==> src/rtl/pc_gen_pkg.sv <==
// Shared types and constants for the program-counter generator.
package pc_gen_pkg;

  typedef enum logic [0:0] {PCG_BOOT, PCG_RUN} pcg_state_e;

  typedef enum logic [1:0] {RD_NONE, RD_TRAP, RD_JUMP} rd_cause_e;

  localparam int unsigned DefaultStep = 4;

  // Number of address bits below STEP alignment (STEP is 2, 4 or 8).
  function automatic int unsigned step_bits(input int unsigned step);
    case (step)
      2:       return 1;
      8:       return 3;
      default: return 2;
    endcase
  endfunction

endpackage

==> src/rtl/pc_redirect_sel.sv <==
// Priority redirect select (trap over jump) with low-bit alignment masking.
// Misaligned-jump rejection is built only when PC_GEN_ALIGN_CHK_EN is defined.
module pc_redirect_sel
  import pc_gen_pkg::*;
#(
  parameter int unsigned AW   = 64,
  parameter int unsigned STEP = DefaultStep
) (
  input  logic          trap_en_i,
  input  logic [AW-1:0] trap_addr_i,
  input  logic          jump_en_i,
  input  logic [AW-1:0] jump_addr_i,
  output logic          take_o,
  output rd_cause_e     cause_o,
  output logic [AW-1:0] target_o,
  output logic          misalign_o
);

  localparam int unsigned LowBits = step_bits(STEP);
  localparam logic [AW-1:0] AlignMask = {AW{1'b1}} << LowBits;

`ifdef PC_GEN_ALIGN_CHK_EN
  logic jump_misaligned;
  assign jump_misaligned = |(jump_addr_i & ~AlignMask);
`endif

  always_comb begin
    take_o     = 1'b0;
    cause_o    = RD_NONE;
    target_o   = trap_addr_i & AlignMask;
    misalign_o = 1'b0;
    if (trap_en_i) begin
      take_o   = 1'b1;
      cause_o  = RD_TRAP;
      target_o = trap_addr_i & AlignMask;
    end else if (jump_en_i) begin
`ifdef PC_GEN_ALIGN_CHK_EN
      if (jump_misaligned) begin
        misalign_o = 1'b1;
      end else begin
        take_o   = 1'b1;
        cause_o  = RD_JUMP;
        target_o = jump_addr_i & AlignMask;
      end
`else
      take_o   = 1'b1;
      cause_o  = RD_JUMP;
      target_o = jump_addr_i & AlignMask;
`endif
    end
  end

endmodule

==> src/rtl/pc_gen.sv <==
// Program-counter generator: BOOT/RUN FSM, pc/epoch registers, registered outputs.
// Optional misaligned-jump rejection via PC_GEN_ALIGN_CHK_EN.
module pc_gen
  import pc_gen_pkg::*;
#(
  parameter int unsigned   AW        = 64,
  parameter logic [AW-1:0] RESET_VEC = '0,
  parameter int unsigned   STEP      = DefaultStep
) (
  input  logic          clk,
  input  logic          rst,
  input  logic          trap_en_i,
  input  logic [AW-1:0] trap_addr_i,
  input  logic          jump_en_i,
  input  logic [AW-1:0] jump_addr_i,
  input  logic          hold_i,
  output logic [AW-1:0] pc_o,
  output logic          pc_valid_o,
  input  logic          pc_ready_i,
  output logic          epoch_o,
  output logic          redirect_o,
  output logic          misalign_o
);

  pcg_state_e    state_q, state_d;
  logic [AW-1:0] pc_q, pc_d;
  logic          epoch_q, epoch_d;
  logic          redirect_q, redirect_d;
  logic          misalign_q, misalign_d;

  logic          take;
  rd_cause_e     cause;
  logic [AW-1:0] target;
  logic          misalign;

  pc_redirect_sel #(
    .AW   (AW),
    .STEP (STEP)
  ) u_redirect_sel (
    .trap_en_i   (trap_en_i),
    .trap_addr_i (trap_addr_i),
    .jump_en_i   (jump_en_i),
    .jump_addr_i (jump_addr_i),
    .take_o      (take),
    .cause_o     (cause),
    .target_o    (target),
    .misalign_o  (misalign)
  );

  always_comb begin
    state_d    = PCG_RUN;
    pc_d       = pc_q;
    epoch_d    = epoch_q;
    redirect_d = (cause != RD_NONE);
    misalign_d = misalign;
    if (take) begin
      pc_d    = target;
      epoch_d = ~epoch_q;
    end else if (state_q == PCG_RUN && pc_ready_i && !hold_i) begin
      pc_d = pc_q + AW'(STEP);
    end
  end

  always_ff @(posedge clk) begin
    if (!rst) begin
      state_q    <= PCG_BOOT;
      pc_q       <= RESET_VEC;
      epoch_q    <= 1'b0;
      redirect_q <= 1'b0;
      misalign_q <= 1'b0;
    end else begin
      state_q    <= state_d;
      pc_q       <= pc_d;
      epoch_q    <= epoch_d;
      redirect_q <= redirect_d;
      misalign_q <= misalign_d;
    end
  end

  assign pc_o       = pc_q;
  assign pc_valid_o = (state_q == PCG_RUN);
  assign epoch_o    = epoch_q;
  assign redirect_o = redirect_q;
  assign misalign_o = misalign_q;

endmodule

==> config.mk <==
export PLATFORM = sky130hd
export DESIGN_NAME = pc_gen
export DESIGN_NICKNAME = d
export VERILOG_FILES = /design/src/rtl/pc_gen_pkg.sv /design/src/rtl/pc_redirect_sel.sv /design/src/rtl/pc_gen.sv
export SDC_FILE = /design/constraint.sdc
export NUM_CORES = 1
export LEC_CHECK = 0
export CAP_MARGIN = 20
export CORE_UTILIZATION = 43
export CTS_CLUSTER_SIZE = 16
export DETAILED_ROUTE_END_ITERATION = 10
export GPL_TIMING_DRIVEN = 0
export PLACE_DENSITY_LB_ADDON = 0.05
export SYNTH_ARGS = -nofsm -noshare
export SYNTH_HDL_FRONTEND = slang
export SYNTH_SLANG_ARGS = --single-unit
==> constraint.sdc <==
create_clock -name clk -period 3.1 [get_ports clk]
set_clock_uncertainty 0.15 [all_clocks]
set_input_delay 0.62 -clock clk [delete_from_list [all_inputs] [get_ports clk]]
set_output_delay 0.62 -clock clk [all_outputs]
set_load 0.01 [all_outputs]
== Yosys cells after proc, flatten, opt, wreduce, memory -nomap -nowiden ==
Index checks and enable logic that the tools add are counted.
W data, S select, Z words.

* Input port bits: 134
* Bits in registers: 67
* Word-level logic and storage cells: 20
* Output and inout bits: 68

* Add/sub/neg operators: 1
* Reduce and logical (&&, ||, !) cells: 5
* Muxes and demuxes: 9
* Bitwise operators: 1

{| class="wikitable"
|+ Operator list
! operator !! count
|-
| $mux W64 || 4
|-
| $add A64 B3 Y64 const B || 1
|-
| $mux W2 || 2
|-
| $reduce_bool A2 Y1 || 2
|-
| $mux W1 || 3
|-
| $logic_and A1 B1 Y1 || 2
|-
| $logic_not A1 Y1 || 1
|-
| $not A1 Y1 || 1
|}

== Depth between registers and ports, before layout ==
* Depth in word-level cells: 4
* Gate-level depth with buffers: 9
* Depth with buffers taken out: 7

== By module ==
A second synthesis with hierarchy kept.

* Cell total of the unflattened synthesis: 567
* Area total of the unflattened synthesis: 5089.9 um^2

{| class="wikitable"
|+ Modules (own cells, without submodules)
! module !! cells an instance !! sequential area each (um^2) !! area each (um^2) !! instances
|-
| pc_gen || 491 || 1361.3 || 3976.3 || 1
|-
| pc_redirect_sel || 76 || 0.0 || 1113.6 || 1
|}

== Least setup slack after synthesis ==
Ideal clock, no wire load.

* Path type: reg-to-reg
* Start point: reg pc_q[4], in the netlist pc_o[4]
* End point: reg pc_q[63], in the netlist pc_o[63]
* Setup time: 0.103 ns
* Slack: 0.532 ns
* Cell stages (with the launch flop): 8
* Period minus slack after synthesis: 2.568 ns
* Arrival: 2.315 ns
* Required time: 2.847 ns
* Path buffers: 1
* Cell sequence: dfxtp_1 nand4_2 or4_4 or3_1 buf_2 nor4_4 mux2i_1 a2111oi_2

* Longest elaborated chain between the ends: 3

{| class="wikitable"
|+ RTL lines
! item !! RTL line !! RTL
|-
| start: declaration || pc_gen.sv:26 || <nowiki>logic [AW-1:0] pc_q, pc_d;</nowiki>
|-
| start signal: assignment || pc_gen.sv:73 || <nowiki>pc_q <= pc_d;</nowiki>
|-
| $add A64 B3 Y64 || pc_gen.sv:60 || <nowiki>pc_d = pc_q + AW'(STEP);</nowiki>
|-
| $mux W64 || pc_gen.sv:59 || <nowiki>end else if (state_q == PCG_RUN && pc_ready_i && !hold_i) begin</nowiki>
|-
| $mux W64 || pc_gen.sv:56 || <nowiki>if (take) begin</nowiki>
|}

Every way passes these cells. The select of a mux whose other input is x is not followed.
A chain may end at the register's enable or synchronous reset.

== Worst setup path in the final report ==
* Start point: in trap_en_i
* End point: reg pc_q[32], in the netlist pc_o[32]

* Longest elaborated chain between the ends: 2
* Elaborated cells on any way between the ends: 4
* Those cells by class: mux: 3; reduce/logical: 1

{| class="wikitable"
|+ RTL lines
! item !! RTL line !! RTL
|-
| start: declaration || pc_gen.sv:12 || <nowiki>input logic trap_en_i,</nowiki>
|-
| $mux W64 or $mux W1 (tied branches) || pc_redirect_sel.sv:32 || <nowiki>if (trap_en_i) begin</nowiki>
|-
| $mux W64 or $reduce_bool A2 Y1 (tied branches) || n/a ||
|}

Parallel ways exist; a longest one is shown, timed or not.

==> impl_metrics.env <==
export IMPL_route_detailed_vias_per_inst=6.48
export IMPL_grt_pass1_vias=6180
export IMPL_netlist_cell_type_count=61
export IMPL_synth_avg_cell_area_sq_um=7.26
export IMPL_fin_crit_ns=2.99
export IMPL_cpLargestDelayFamily="buffers and inverters"
export IMPL_final_max_slew_violation_count=0
export IMPL_dpl_cell_count=960
export IMPL_clock_sinks=65
export IMPL_synthArstFlopShare_pct=0
export IMPL_worstSetupStartpointType="primary input"
export IMPL_reg2reg_from="pc_o[4]$_SDFFE_PN0P_"
export IMPL_synth_adder_area_share_pct=0.274
export IMPL_crit_start="trap_en_i"
export IMPL_critical_path_max_fanout=10
export IMPL_route_detailed_drc=0
export IMPL_synthesis_area_sq_mm=0.00457
export IMPL_synth_top_family_by_area="simple AND/OR/NAND/NOR gates"
export IMPL_fmax_mhz=334
export IMPL_row_count=37
export IMPL_floorplan_initialDensity_pct=44.2
export IMPL_timing_worst_setup_path_type="primary input to flop"
export IMPL_grt_antenna_before_repair=0
export IMPL_die_height_um=105
export IMPL_critPathCaptureType="flop"
export IMPL_first_pass_grt_wire_length_mm=33.3
export IMPL_relative_slew_margins_pct=41.7
export IMPL_worst_reg_to_reg_cells=7
export IMPL_min_period_over_period_pct=96.5
export IMPL_critical_path_reg2reg_endpoint="pc_o[49]$_SDFFE_PN0P_"
export IMPL_root_buffer="sky130_fd_sc_hd__clkbuf_8"
export IMPL_post_route_cells_drive_above_1_share_pct=4.88
export IMPL_totalWireLength_mm=22.3
export IMPL_cp_cell_sequence="clkdlybuf4s50_1 > clkbuf_2 > clkbuf_1 > clkbuf_1 > a22oi_1 > o221ai_1"
export IMPL_path_depth=6
export IMPL_critPathCapture="pc_o[32]$_SDFFE_PN0P_"
export IMPL_max_vdd_ir_drop_uv=257
export IMPL_max_slew_worst_pin_slew_ns=0.867
export IMPL_detail_route_antenna_nets=0
export IMPL_final_instance_count_excl_fill=976
export IMPL_gr_usage_all_layers_pct=39.5
export IMPL_synth_mux_area_share_pct=2.66
export IMPL_antenna_cells=0
export IMPL_grt_start_max_net_pins=11
export IMPL_p_switching_w=0.000810
export IMPL_io_buffer_count=193
export IMPL_critPathMaxStageDelay_ns=0.64
export IMPL_synth_xor_xnor_area_share_pct=4.60
export IMPL_hpwl_mm=16.3
export IMPL_setup_ws_ns=0.109
export IMPL_final_nets=971
export IMPL_complex_gate_fraction_of_the_synthesized_area_pct=29.3
export IMPL_die_w_um=105
export IMPL_setup_repair_after_global_routing_missed_its_margin="false"
export IMPL_dr_total_vias=6328
export IMPL_syn_to_final_growth_pct=51.6
export IMPL_dpl_worst_slack_ns=-0.842
export IMPL_design_core_area_sq_mm=0.0103
export IMPL_seq_area_frac_synth_pct=28.5
export IMPL_worst_path_buf_inv=4
export IMPL_die_area_sq_mm=0.0110
export IMPL_power_frac_seq_pct=40.5
export IMPL_worstPathRequired_ns=3.21
export IMPL_outcome="complete, no violations"
export IMPL_leakagePower_nw=2.33
export IMPL_synth_warning_count=0
export IMPL_finalSetupViolCount=0
export IMPL_first_iter_violations=688
export IMPL_worst_hold_path_num_cells=2
export IMPL_power_combinational_fraction_pct=28.7
export IMPL_synthesis_instances=629
export IMPL_clock_power_share_pct=30.8
export IMPL_hold_worst_slack_ns=0.377
export IMPL_post_synth_and_or_nand_nor_area_fraction_pct=29.7
export IMPL_cts_buffers_inserted=9
export IMPL_clock_tree_buffer_depth=2
export IMPL_clk_pin_slew_worst_paths_ns=0.07
export IMPL_detailedRoute_firstPassIterationCount=6
export IMPL_r2r_setup_slack_ns=0.11
export IMPL_htree_depth=3
export IMPL_worst_path_max_delay_cell="sky130_fd_sc_hd__clkbuf_1"
export IMPL_clk_insertion_delay_late_ns=0.36
export IMPL_internal_power_w=0.00171
export IMPL_cp_arrival_ns=3.10
export IMPL_critical_path_top_cell_by_count="sky130_fd_sc_hd__clkbuf_1"
export IMPL_worst_hold_path_type="flop to flop"
export IMPL_floorplan_io_pins=202
export IMPL_avgRoutedWirePerCell_um=22.8
export IMPL_report_final_hold_viol_count=0
export IMPL_tritoncts="built"
export IMPL_postSynthRegisterBits=65
export IMPL_finalCoreUtilization_pct=67.1
export IMPL_gp_routability_congestion=0.935
export IMPL_switching_share_pct=32.2
export IMPL_power_density_mw_per_mm2=363
export IMPL_overflow=0
export IMPL_timing_max_cap_violations=0
export IMPL_synth_edf_count=0
export IMPL_synth_flop_cell="sky130_fd_sc_hd__dfxtp_1"
-- power groups by stage --
stage,Sequential [W],Combinational (W),Clock (W)
3_5_place_dp,0.00103,0.000702,0
3_3_place_gp,0.00103,0.000684,0
4_1_cts,0.00101,0.000707,0.000767
6_report,0.00102,0.000722,0.000775
2_1_floorplan,0.00103,0.000267,0
5_1_grt,0.00103,0.000761,0.000800
-- Yosys cell counts (15+ instances only) --
cell type	count	area [sq um]
sky130_fd_sc_hd__a21oi_1	50	250
sky130_fd_sc_hd__clkbuf_1	35	131
sky130_fd_sc_hd__dfxtp_1	65	1300
sky130_fd_sc_hd__nand2_1	58	218
sky130_fd_sc_hd__nand3_1	35	175
sky130_fd_sc_hd__nand4_1	20	125
sky130_fd_sc_hd__nor2_1	57	214
sky130_fd_sc_hd__nor3_1	26	130
sky130_fd_sc_hd__nor4_1	17	106
sky130_fd_sc_hd__o21ai_0	42	210
sky130_fd_sc_hd__o221ai_1	15	131
sky130_fd_sc_hd__o22ai_1	26	163
sky130_fd_sc_hd__xnor2_1	18	158
-- through the flow --
step	TNS, ns	power (W)	cell area [sq um]
floorplan	0	0.00130	4570
global placement	-18.00	0.00171	6680
detailed placement	-20.98	0.00173	6680
CTS	0	0.00249	6880
global route	0	0.00259	6920
finish	0	0.00252	6920
-- kinds of logic after synthesis --
| logic type | Yosys count |
|---|---|
| mux | 12 |
| buf+inv | 56 |
| simple gates | 265 |
| xor+xnor | 24 |
| fa+ha+maj | 1 |
| compound gates | 205 |
| flops | 65 |
| other cells | 1 |
-- sequential cells by signal (all words and copies together), names as in the netlist --
signal	cells
pc_o	62
epoch_o	1
pc_valid_o	1
redirect_o	1
-- cell usage in the layout (no fill, tap or decap), types with 7 or more instances in the layout --
cell,netlist,final
sky130_fd_sc_hd__clkdlybuf4s50_1,0,193
sky130_fd_sc_hd__dfxtp_1,65,65
sky130_fd_sc_hd__nand2_1,58,58
sky130_fd_sc_hd__nor2_1,57,56
sky130_fd_sc_hd__a21oi_1,50,50
sky130_fd_sc_hd__o21ai_0,42,42
sky130_fd_sc_hd__nand3_1,35,35
sky130_fd_sc_hd__clkbuf_1,35,30
sky130_fd_sc_hd__o22ai_1,26,26
sky130_fd_sc_hd__nor3_1,26,26
sky130_fd_sc_hd__nand4_1,20,20
sky130_fd_sc_hd__xnor2_1,18,18
sky130_fd_sc_hd__o221ai_1,15,15
sky130_fd_sc_hd__nor4_1,17,14
sky130_fd_sc_hd__and3_1,12,12
sky130_fd_sc_hd__a22oi_1,12,12
sky130_fd_sc_hd__mux2i_1,11,11
sky130_fd_sc_hd__clkbuf_8,0,11
sky130_fd_sc_hd__inv_1,9,9
sky130_fd_sc_hd__a31oi_1,8,8
sky130_fd_sc_hd__nand2b_1,7,7
-- routing by layer --
layer	share of wire, %	up-vias	GRT usage (%)
met3	11	92	7.42
met2	48	474	68.3
li1	-	2812	-
met5	0	-	0
met4	4.5	0	21.4
met1	37	2950	46.0
-- worst register-to-register path, delay by kind of cell, from the launching register on --
| family | cells | cell delay (ns) |
|---|---|---|
| and+or+nand+nor | 4 | 1.64 |
| DFF | 1 | 0.45 |
| AOI/OAI and AO/OA | 2 | 0.34 |
| buffers and inverters | 1 | 0.33 |
-- worst min-delay path by stage --
stage / startpoint / to / slack (ns)
finish: pc_o[9]$_SDFFE_PN0P_ / pc_o[9]$_SDFFE_PN0P_ / 0.38
global route: pc_o[9]$_SDFFE_PN0P_ / pc_o[9]$_SDFFE_PN0P_ / 0.40
CTS: pc_o[9]$_SDFFE_PN0P_ / pc_o[9]$_SDFFE_PN0P_ / 0.38
detailed placement: pc_o[9]$_SDFFE_PN0P_ / pc_o[9]$_SDFFE_PN0P_ / 0.36
global placement: pc_o[49]$_SDFFE_PN0P_ / pc_o[49]$_SDFFE_PN0P_ / 0.35
floorplan: pc_o[26]$_SDFFE_PN0P_ / pc_o[26]$_SDFFE_PN0P_ / 0.37
-- area by class of cell --
type | instances | area (sq um)
Multi-Input combinational cell | 510 | 3090
Buffer | 46 | 194
Sequential cell | 65 | 1300
Clock buffer | 12 | 155
Clock inverter | 3 | 40.0
Tap cell | 136 | 170
Fill cell | 863 | 3400
Inverter | 10 | 37.5
Timing Repair Buffer | 194 | 1940
-- what timing repair did --
| item | CTS | global route |
|---|---|---|
| hold buffers | 0 | 0 |
| resized for setup | 5 | 11 |
| endpoints found under the setup margin | 21 | 16 |
| gates cloned | 0 | 0 |
| pin swaps | 0 | 1 |
| buffers inserted | 0 | 1 |
(Power assumes the default switching activity.)
